<file path="config.mk">
export PLATFORM = sky130hd
export DESIGN_NAME = seq_scan_ctrl
export DESIGN_NICKNAME = d
export VERILOG_FILES = /design/src/rtl/seq_scan_pkg.sv /design/src/rtl/seq_window_detect.sv /design/src/rtl/seq_scan_ctrl.sv
export SDC_FILE = /design/constraint.sdc
export NUM_CORES = 1
export LEC_CHECK = 0
export ABC_AREA = 1
export CORE_MARGIN = 3
export CORE_UTILIZATION = 56
export CTS_BUF_LIST = sky130_fd_sc_hd__clkbuf_8
export DETAILED_ROUTE_END_ITERATION = 16
export GPL_TIMING_DRIVEN = 1
export HOLD_SLACK_MARGIN = 0.02
export PLACE_DENSITY = 0.95
export SYNTH_ARGS = -nofsm -noshare
export SYNTH_HDL_FRONTEND = slang
export SYNTH_SLANG_ARGS = --single-unit
</file>
<file path="constraint.sdc">
create_clock -name clock -period 3.44 [get_ports clock]
set_input_delay 0.688 -clock clock [delete_from_list [all_inputs] [get_ports clock]]
set_output_delay 0.688 -clock clock [all_outputs]
set_load 0.005 [all_outputs]
</file>
<file path="src/rtl/seq_scan_pkg.sv">
// Shared definitions for the serial scan controller and its pattern detector.
//   - Controller state encodings (also driven onto the LED state display).
//   - The two 4-bit window patterns the detector recognises.
package seq_scan_pkg;

    localparam logic [1:0] ST_IDLE  = 2'b00;
    localparam logic [1:0] ST_SHIFT = 2'b01;
    localparam logic [1:0] ST_DONE  = 2'b10;

    // Window patterns, oldest bit in the MSB.
    localparam logic [3:0] PAT_ALL_ONES = 4'b1111;
    localparam logic [3:0] PAT_GAP      = 4'b1101;

endpackage

</file>
<file path="src/rtl/seq_window_detect.sv">
// Sliding 4-bit window detector for the serial scan stream.
// Ports:
//   clock     in   rising-edge clock
//   resetn    in   synchronous active-low reset
//   clear     in   empty the window and drop match (start of a new scan)
//   shift_en  in   shift bit_in into the window this edge
//   bit_in    in   serial bit presented this cycle
//   match     out  registered detection flag
//   hit       out  detection that will be registered at this edge (lets the
//                  parent count in step with match)
module seq_window_detect
    import seq_scan_pkg::*;
(
    input  logic clock,
    input  logic resetn,
    input  logic clear,
    input  logic shift_en,
    input  logic bit_in,
    output logic match,
    output logic hit
);

    logic [3:0] hist;
    logic [1:0] fill;
    logic [3:0] hist_next;

    assign hist_next = {hist[2:0], bit_in};

    // fill==3 means three bits are already in the window, so after this
    // shift at least four bits of the current scan have been seen.
    assign hit = shift_en && (fill == 2'd3) &&
                 ((hist_next == PAT_ALL_ONES) || (hist_next == PAT_GAP));

    always_ff @(posedge clock) begin
        if (!resetn) begin
            hist  <= '0;
            fill  <= '0;
            match <= 1'b0;
        end else if (clear) begin
            hist  <= '0;
            fill  <= '0;
            match <= 1'b0;
        end else if (shift_en) begin
            hist  <= hist_next;
            if (fill != 2'd3)
                fill <= fill + 1'b1;
            match <= hit;
        end else begin
            // Leaving DONE (or idling) drops the flag.
            match <= 1'b0;
        end
    end

endmodule

</file>
<file path="src/rtl/seq_scan_ctrl.sv">
// Serial scan controller: latches a word on start, shifts it out MSB first
// for WIDTH cycles, and counts 1111/1101 window detections along the way.
// Ports:
//   clock        in   rising-edge clock
//   resetn       in   synchronous active-low reset
//   start        in   scan request, honoured only in IDLE
//   data_in      in   WIDTH-bit word to scan
//   busy         out  high during SHIFT
//   done         out  one-cycle completion pulse (DONE state)
//   bit_out      out  serial bit this cycle, 0 outside SHIFT
//   match        out  registered detector flag
//   match_count  out  saturating detection count for current/last scan
//   state_out    out  state encoding for the LED display
module seq_scan_ctrl
    import seq_scan_pkg::*;
#(
    parameter int WIDTH = 8,
    parameter int CNT_W = $clog2(WIDTH-2)
) (
    input  logic             clock,
    input  logic             resetn,
    input  logic             start,
    input  logic [WIDTH-1:0] data_in,
    output logic             busy,
    output logic             done,
    output logic             bit_out,
    output logic             match,
    output logic [CNT_W-1:0] match_count,
    output logic [1:0]       state_out
);

    localparam int IDX_W = $clog2(WIDTH);

    logic [1:0]       state;
    logic [1:0]       state_next;
    logic [WIDTH-1:0] sreg;
    logic [IDX_W-1:0] idx;
    logic [CNT_W-1:0] count;
    logic             accept;
    logic             last_bit;
    logic             hit;

    assign accept   = (state == ST_IDLE) && start;
    assign last_bit = (idx == IDX_W'(WIDTH-1));

    // Next-state logic; any unused encoding recovers to IDLE.
    always_comb begin
        state_next = ST_IDLE;
        case (state)
            ST_IDLE:  state_next = start ? ST_SHIFT : ST_IDLE;
            ST_SHIFT: state_next = last_bit ? ST_DONE : ST_SHIFT;
            ST_DONE:  state_next = ST_IDLE;
            default:  state_next = ST_IDLE;
        endcase
    end

    always_ff @(posedge clock) begin
        if (!resetn) begin
            state <= ST_IDLE;
            sreg  <= '0;
            idx   <= '0;
            count <= '0;
        end else begin
            state <= state_next;
            if (accept) begin
                sreg  <= data_in;
                idx   <= '0;
                count <= '0;
            end else if (state == ST_SHIFT) begin
                sreg <= {sreg[WIDTH-2:0], 1'b0};
                idx  <= idx + 1'b1;
                if (hit && (count != '1))
                    count <= count + 1'b1;
            end
        end
    end

    seq_window_detect u_detect (
        .clock    (clock),
        .resetn   (resetn),
        .clear    (accept),
        .shift_en (state == ST_SHIFT),
        .bit_in   (bit_out),
        .match    (match),
        .hit      (hit)
    );

    // Output logic
    always_comb begin
        busy    = (state == ST_SHIFT);
        done    = (state == ST_DONE);
        bit_out = (state == ST_SHIFT) ? sreg[WIDTH-1] : 1'b0;
    end

    assign match_count = count;
    assign state_out   = state;

endmodule

</file>
==> summary.txt <==
Clock network
  – Post-CTS Resized: 0
  – TritonCTS Buffers: 3
  – Post-CTS Setup Repair Bufs: 0
  – TritonCTS clock tree: built
  – Worst-skew pair later-pin latency: 0.26 ns
  – Hold_buf cts: 0
  – Root buffer cell: clkbuf_8
  – Clk sinks: 22
  – Clock H-tree levels: 1
  – Clock slew at reported path FFs: 0.08 ns
  – Clock Tree Buf Depth: 2

Cells and area
  – Non-filler cells, final: between 150 and 200
  – Share of cells above drive strength 1: around 5.1%
  – Area delta synth->final: 24.8%
  – Final Core Density: 78.2%
  – Final #Nets: between 150 and 200
  – Diode count: 0

GRT
  – All-Layer GR Usage: about a fifth
  – Pin count of the biggest net entering global routing: 15
  – Gr ovfl total: 0
  – Met1 usage: a little under a quarter
  – Met2 Use GR: 36.1%
  – First-pass GRT wire length: ~3300 um
  – Initial antenna violation count: 0
  – Met3 Use GR: 1.50%
  – Vias in the first global route: approximately 820
  – Grt peak-use layer: met2

Route
  – Vias: ~910
  – DRT Wirelength: between 2000 and 2500 um
  – DRC errors left: 0
  – Routed wire per std cell: 12.0 um
  – ANT nets after route: 0
  – Drt first pass iters: 4
  – Vias/cell: 5.22
  – Drt initial violations: 30

Logic synthesis
  – Async set-reset flop share out of synthesis: 0%
  – Synth top area cells: dfxtp_1 45%, nand2_1 15%, nand3_1 6.6%
  – Synth Instances: between 100 and 150
  – Primary FF master, synth: dfxtp_1
  – Synth unique cells: 18
  – Avg Cell Area, Syn: approximately 7.2 sq um
  – Dominant cell type by area after synthesis: dfxtp_1
  – Cell Area, Synth: slightly below 1000 sq um
  – Warnings from Yosys: 0
  – Yosys top cell area share: ~45%
  – Sequential area share after synthesis: 44.6%
  – Top cells by count, synth: 40 x nand2_1, 22 x dfxtp_1, 17 x inv_1, 17 x nor2_1, 13 x nand3_1
  – Most common cell in the netlist: nand2_1
  – Flops & latches, synth: 22
  – EDFF count, synth: 0
  – Syn_nets: around 150

STA
  – Achievable Freq: 454 MHz
  – Worst slew pin tran: 0.393 ns
  – Setup TNS: 0 ns
  – Setup Viol. Count Final: 0
  – Worst Skew: roughly 0.0019 ns
  – Final Slew Violations: 0
  – Final hold slack: 0.467 ns
  – Final worst slack: ~1.2 ns
  – Setup repair after global routing missed its margin: false
  – Final hold viol count: 0
  – Fin crit share: between 60% and 70%
  – Minimum clock period: 2.20 ns
  – Slew headroom: 73.8%

Critical path
  – Startpoint Class: register
  – CP dominant cell by count: inv_1
  – Family with the most delay on the worst path: buffers and inverters
  – R2r endpoint: sreg[5]$_SDFFE_PN0P_
  – Critical Path AT: roughly 1.5 ns
  – FF-to-FF Start: state_out[1]$_SDFF_PN0_
  – WP buf/inv: 3
  – Reg2reg path depth: 6
  – Slowest stage delay, CP: 0.50 ns
  – Setup slack, reg-to-reg: around 2.1 ns
  – Crit-path cells: inv_1 -> nand3_1 -> inv_1 -> clkdlybuf4s50_1
  – Worst setup EP type: output port
  – WS Path Type: reg2out
  – CP max stage cell: clkdlybuf4s50_1
  – Worst-path fanout max: 4
  – Worst EP required: roughly 2.8 ns

Floorplanning
  – Die height: about 48 um
  – # IOs: 20
  – Die ar.: around 2300 sq um
  – Die width: about 48 um
  – # rows: 14
  – Core area: ~1600 sq um
  – Initial Utilization: a little over three fifths

Worst hold path
  – WHS Endpoint: u_detect.hist[2]$_SDFFE_PP0P_
  – Hold Crit Class: reg2reg
  – Hold depth: 2
  – Hold_sp: u_detect.hist[2]$_SDFFE_PP0P_

Pwr
  – Static leakage: roughly 0.56 nW
  – Power Density: 428 nW/um^2
  – VDD IR max: 0.404 mV

Placed design
  – DP Worst Slack: roughly 1.4 ns
  – Port-buffer cells: 19
  – GP Congestion: roughly 0.74
  – Dpl hpwl: between 1500 and 2000 um
  – Cells after DPL: 170

Outcome
  – Outcome: finished, final reports clean

Run
  – Total of max-cap violations: 0
-- sequential cells by signal, indices dropped and copies added (netlist names) --
| signal | cells |
|---|---|
| sreg | 8 |
| u_detect.match | 1 |
| idx | 3 |
| state_out | 2 |
| u_detect.hist | 3 |
| match_count | 3 |
| u_detect.fill | 2 |
-- logic make-up (layout without fill, tap and decap cells) --
family / count (synthesis) / in the layout / share of synthesized area (%)
buf+inv: 21 / 41 / 8.87
xor+xnor: 1 / 1 / 0.887
fa+ha+maj: 5 / 5 / 6.34
simple gates: 76 / 76 / 32.7
flops: 22 / 22 / 44.6
compound gates: 13 / 13 / 6.59
-- per-layer routing --
metal	part of all wire [%]	up-vias
met5	0	-
met1	43	410
met4	3.2	0
met3	4.1	6
li1	-	467
met2	49	26
-- worst max path at each step --
stage,startpoint,endpoint,slack (ns),cells past startpoint
6_report,state_out[1]$_SDFF_PN0_,bit_out,1.24,4
5_1_grt,state_out[1]$_SDFF_PN0_,bit_out,1.17,4
4_1_cts,state_out[1]$_SDFF_PN0_,bit_out,1.23,4
3_5_place_dp,start,sreg[2]$_SDFFE_PN0P_,1.42,7
3_3_place_gp,start,sreg[4]$_SDFFE_PN0P_,1.50,6
2_1_floorplan,start,sreg[4]$_SDFFE_PN0P_,2.00,7
-- placed cells by master, fill, tap and decap left out, drive strengths merged --
| master | count |
|---|---|
| dfxtp | 22 |
| clkbuf | 4 |
| or2 | 1 |
| ha | 5 |
| o21ai | 1 |
| clkdlybuf4s50 | 19 |
| nand2 | 41 |
| nor3 | 2 |
| nor2 | 18 |
| a21oi | 12 |
| nand3 | 14 |
| inv | 18 |
| xnor2 | 1 |
-- where the power goes --
part | internal (mW) | switching [mW]
logic | 0.0308 | 0.0388
clock network | 0.102 | 0.0824
registers | 0.266 | 0.00710
total | 0.399 | 0.128
-- layout make-up --
cell class              instances  area [sq um]
multi-input cells              95           459
flip-flops and latches         22           440
fillers                       114           344
repair buffers                 19           190
inverters                      18          67.6
clock buffers                   4          55.1
well taps                      16          20.0
-- worst register-to-register path: stages, from the launching register on --
cell     delay, ns
dfxtp_1       0.35
inv_1         0.12
o21ai_0       0.13
inv_1         0.33
nand3_1       0.17
nand2_1       0.10
inv_1         0.04
-- stage by stage --
| step | power, mW | instance area [sq um] |
|---|---|---|
| after floorplan | 0.323 | 987 |
| after global placement | 0.344 | 1180 |
| after detailed placement | 0.348 | 1180 |
| after CTS | 0.528 | 1230 |
| after global routing | 0.545 | 1230 |
| final | 0.527 | 1230 |
No activity file was read; power rests on OpenSTA's default activity.
